<file path="config.mk">
export PLATFORM = sky130hd
export DESIGN_NAME = fir_stream_ctrl
export DESIGN_NICKNAME = d
export VERILOG_FILES = /design/src/rtl/fir_stream_ctrl.sv
export SDC_FILE = /design/constraint.sdc
export NUM_CORES = 1
export LEC_CHECK = 0
export CAP_MARGIN = 20
export CORE_MARGIN = 4
export CORE_UTILIZATION = 36
export DETAILED_ROUTE_END_ITERATION = 8
export GPL_TIMING_DRIVEN = 1
export PLACE_DENSITY = 0.81
export SLEW_MARGIN = 30
export SYNTH_ARGS = -nofsm -noshare
export SYNTH_HDL_FRONTEND = slang
export SYNTH_SLANG_ARGS = --single-unit
</file>
<file path="constraint.sdc">
create_clock -name clk -period 2.4 [get_ports clk]
set_input_delay 0.48 -clock clk [delete_from_list [all_inputs] [get_ports clk]]
set_output_delay 0.48 -clock clk [all_outputs]
set_load 0.05 [all_outputs]
</file>
<file path="src/rtl/fir_stream_ctrl.sv">
// Stream controller for a 3-tap transposed-form FIR datapath: accepts samples,
// sequences the datapath load strobes, presents results and drains the tail.
module fir_stream_ctrl #(
  parameter int DATAWIDTH     = 16,
  parameter int PRODUCT_WIDTH = 2 * DATAWIDTH,
  parameter int FLUSH_TAPS    = 2,
  parameter int CNT_WIDTH     = 16
) (
  input  logic                     clk,
  input  logic                     rst,
  input  logic                     in_valid,
  output logic                     in_ready,
  input  logic [DATAWIDTH-1:0]     in_data,
  input  logic                     in_last,
  output logic [DATAWIDTH-1:0]     dp_x,
  output logic                     ld_x,
  output logic                     ld_delay1,
  output logic                     ld_delay2,
  output logic                     ld_y,
  input  logic [PRODUCT_WIDTH-1:0] dp_y,
  output logic                     out_valid,
  input  logic                     out_ready,
  output logic [PRODUCT_WIDTH-1:0] out_data,
  output logic                     out_last,
  output logic [CNT_WIDTH-1:0]     sample_count
);

  localparam int FC_W = (FLUSH_TAPS < 2) ? 1 : $clog2(FLUSH_TAPS + 1);

  typedef enum logic [1:0] {IDLE, CALC, OUT, FLUSH} state_t;

  state_t              state, state_nxt;
  logic                last_pend, last_pend_nxt;
  logic [FC_W-1:0]     flush_cnt, flush_cnt_nxt;
  logic [CNT_WIDTH-1:0] count_q, count_nxt;

  assign out_data     = dp_y;
  assign sample_count = count_q;

  always_ff @(posedge clk) begin
    if (!rst) begin
      state     <= IDLE;
      last_pend <= 1'b0;
      flush_cnt <= '0;
      count_q   <= '0;
    end else begin
      state     <= state_nxt;
      last_pend <= last_pend_nxt;
      flush_cnt <= flush_cnt_nxt;
      count_q   <= count_nxt;
    end
  end

  // Both streams transfer on a rising clk edge where valid && ready; the
  // result beat holds out_data stable until out_ready is seen.
  always_comb begin
    state_nxt     = state;
    last_pend_nxt = last_pend;
    flush_cnt_nxt = flush_cnt;
    count_nxt     = count_q;
    in_ready      = 1'b0;
    dp_x          = '0;
    ld_x          = 1'b0;
    ld_delay1     = 1'b0;
    ld_delay2     = 1'b0;
    ld_y          = 1'b0;
    out_valid     = 1'b0;
    out_last      = 1'b0;

    case (state)
      IDLE: begin
        in_ready = 1'b1;
        dp_x     = in_data;
        if (in_valid) begin
          ld_x          = 1'b1;
          last_pend_nxt = in_last;
          if (count_q != '1) count_nxt = count_q + CNT_WIDTH'(1);
          state_nxt = CALC;
        end
      end
      CALC: begin
        ld_delay1 = 1'b1;
        ld_delay2 = 1'b1;
        ld_y      = 1'b1;
        state_nxt = OUT;
      end
      OUT: begin
        out_valid = 1'b1;
        out_last  = last_pend && (flush_cnt == FC_W'(1));
        if (out_ready) begin
          if (last_pend && flush_cnt == '0) begin
            flush_cnt_nxt = FC_W'(FLUSH_TAPS);
            state_nxt     = FLUSH;
          end else if (last_pend && flush_cnt > FC_W'(1)) begin
            flush_cnt_nxt = flush_cnt - FC_W'(1);
            state_nxt     = FLUSH;
          end else if (last_pend) begin
            last_pend_nxt = 1'b0;
            flush_cnt_nxt = '0;
            count_nxt     = '0;
            state_nxt     = IDLE;
          end else begin
            state_nxt = IDLE;
          end
        end
      end
      FLUSH: begin
        // A zero sample pushes the remaining taps out of the delay line.
        ld_x      = 1'b1;
        state_nxt = CALC;
      end
      default: state_nxt = IDLE;
    endcase

    if (!rst) begin
      in_ready  = 1'b0;
      dp_x      = '0;
      ld_x      = 1'b0;
      ld_delay1 = 1'b0;
      ld_delay2 = 1'b0;
      ld_y      = 1'b0;
      out_valid = 1'b0;
      out_last  = 1'b0;
    end
  end

endmodule

</file>
==> results.py <==
metrics = {
    "run_status": {
        "outcome": "completed",
    },
    "timing": {
        "period_share_pct": 91.3,
        "finalSetupTns_ps": 0,
        "max-slew-margin-rel_pct": 59.9,
        "rsz0062_at_grt": "no",
        "slew_violations": 0,
        "skew_ps": 3.74,
        "max_freq_ghz": 0.457,
        "hold_violations": 0,
        "worst_pin_slew_ps": 597,
        "fin_crit_ps": 2190,
        "setup_viol": 0,
    },
    "drt": {
        "drc_errors": 0,
        "drt_wl_total_um": 4920,
        "detail_route.wl_per_cell_um": 15.7,
        "via_count": 1771,
        "drtAntennaViolNets": 0,
        "via_per_inst": 5.64,
        "drt_iter0_markers": 175,
        "dr.pass1.iters": 4,
    },
    "synth": {
        "synth_seq_cells": 21,
        "synthTopCellsByArea": "dfxtp_1 (23%), buf_4 (14%), and3_1 (6.5%), ha_1 (4.8%), o41ai_1 (4.8%)",
        "synth_common_cells": "buf_4 (34), dfxtp_1 (21), and3_1 (19), a21oi_1 (12), nand2_1 (11)",
        "yosysMostFrequentCell": "buf_4",
        "synth_area_sq_um": 1830,
        "synth.top_cell.area_share_pct": 23.0,
        "synth_top_area_cell": "dfxtp_1",
        "synth-edff-count": 0,
        "syn_inst": 226,
        "synth_ff_type": "dfxtp_1",
        "synthArstFlopShare_pct": 0,
        "synth_nets": 286,
        "ys_types": 48,
        "yosysSeqAreaShare_pct": 23.0,
        "syn_area_per_cell_sq_um": 8.09,
        "ys.warnings.count": 0,
    },
    "worst_setup_path": {
        "crit_type": "primary input to primary output",
        "crit_fanout": 33,
        "crit_required_ps": 1920,
        "cp.arrival_ps": 1710,
        "crit_top_cell": "buf_12",
        "slowest_delay_ps": 510,
        "critPathLaunchType": "primary input",
        "setup.worst_path.end_class": "primary output",
        "cp_slowest_cell": "clkdlybuf4s50_1",
        "path_cells": "clkdlybuf4s50_1, buf_12, nand2_1, nor3_1, buf_12",
    },
    "global_routing": {
        "antenna_found_initial": 0,
        "grt_overflow": 0,
        "grt_pass1_vias": 1566,
        "grtUsageTotal_pct": 15.6,
        "grt_pass1_wl_um": 7970,
        "grt_max_degree": 34,
    },
    "floorplanning": {
        "core_area_sq_um": 4820,
        "start_util_pct": 38.0,
        "die_h_um": 79.3,
        "io_pins": 124,
        "dieArea_sq_um": 6290,
        "dieWidth_um": 79.3,
        "row_count": 25,
    },
    "clock_network": {
        "post_cts_buffers": 0,
        "ctsHoldBuffers": 0,
        "cts_max_level": 1,
        "ctsResizeCount": 0,
        "clockBufferDepth": 2,
        "root_buffer": "clkbuf_8",
        "clk_latency_ps": 260,
        "clkTransAtPathRegs_ps": 80,
        "cts_tree": "done",
        "cts_sinks": 21,
        "cts_buffers": 3,
    },
    "min_path": {
        "hold_class": "flop to flop",
    },
    "power": {
        "powerDensity_nw_per_um2": 465,
        "ir_drop_v": 0.000275,
        "power.total_w": 0.00117,
        "p_leak_nw": 0.951,
    },
    "finish": {
        "areaGrowthSynthToFinish_pct": 37.6,
        "fillers": 444,
        "finalNonFillerCells": 314,
        "layout.nets": 308,
        "drive_gt1_share_pct": 17.8,
        "num_antenna_cells": 0,
    },
    "job": {
        "max_cap_viol_count": 0,
    },
    "placement": {
        "dpl.cell_count": 310,
        "place_congestion": 0.848,
        "dp_hpwl_um": 3840,
        "io_buffers": 59,
    },
}
## report_power, final
part / internal (W) / total [W] / switching (W)
logic: 0.000250 / 0.000552 / 0.000303
clock network: 0.000118 / 0.000239 / 0.000121
registers: 0.000361 / 0.000379 / 0.0000187
## critical path: cells and delay by family
kind | cells | cell delay [ps]
buffers and inverters | 3 | 880
AND/OR/NAND/NOR | 2 | 350
## logic make-up (layout without fill, tap and decap cells)
| family | count (synthesis) | after routing | synth area share, % |
|---|---|---|---|
| simple gates | 91 | 91 | 32.3 |
| buf+inv | 58 | 79 | 20.0 |
| fa+ha+maj | 7 | 7 | 4.79 |
| compound gates | 49 | 49 | 19.9 |
| flops | 21 | 21 | 23.0 |
## metal layers
metal / vias up / wire length, um / GRT usage [%] / share of wire [%]
met2: 59 / 2500 / 26.4 / 51
met3: 8 / 379 / 3.74 / 7.7
met1: 838 / 2010 / 19.8 / 41
li1: 866 / - / - / -
met5: - / 0 / 0 / 0
met4: 0 / 38 / 3.61 / 0.77
## metrics by stage
step | setup slack (ps) | cell area, sq um | hold slack (ps) | utilization [%]
after floorplan | 88.8 | 1830 | 471 | -
after global placement | 158 | 2470 | 488 | 51.3
after detailed placement | 106 | 2470 | 508 | 51.3
after CTS | 190 | 2520 | 522 | 52.2
after global routing | 128 | 2520 | 551 | 52.2
final | 209 | 2520 | 517 | 52.2
## state kept, by name, indices dropped and copies added, names as in the netlist
name and count:
last_pend 1, state 2, sample_count 16, flush_cnt 2
## cell usage in the layout (no fill, tap or decap), types with 4 or more instances in the layout
cell type / n
inv_1: 9
nor4_1: 4
nand2_1: 11
clkdlybuf4s50_1: 36
nand3_1: 7
ha_1: 7
dfxtp_1: 21
nand4_1: 6
buf_12: 24
and2_1: 7
and4_1: 6
buf_4: 6
and3_1: 19
nor2_1: 7
o41ai_1: 10
a31oi_1: 4
a21oi_1: 12
or4_1: 4
## path summary, 6_finish.rpt
check,start,end,slack (ps),depth (start not counted)
setup / recovery,rst,out_last,210,5
hold / removal,state[1],state[1],520,2
setup reg to reg,state[0],sample_count[9],290,7
hold reg to reg,state[1],state[1],520,2
## final cells by class
cell class                      count  area [sq um]  area share, %
Timing Repair Buffer               66           886           35.2
Inverter                            9          33.8           1.34
Clock buffer                        4          45.0           1.79
Sequential cell                    21           420           16.7
Tap cell                           67          83.8           3.33
Multi-Input combinational cell    147          1050           41.6
Power figures use the tool's default switching activity.
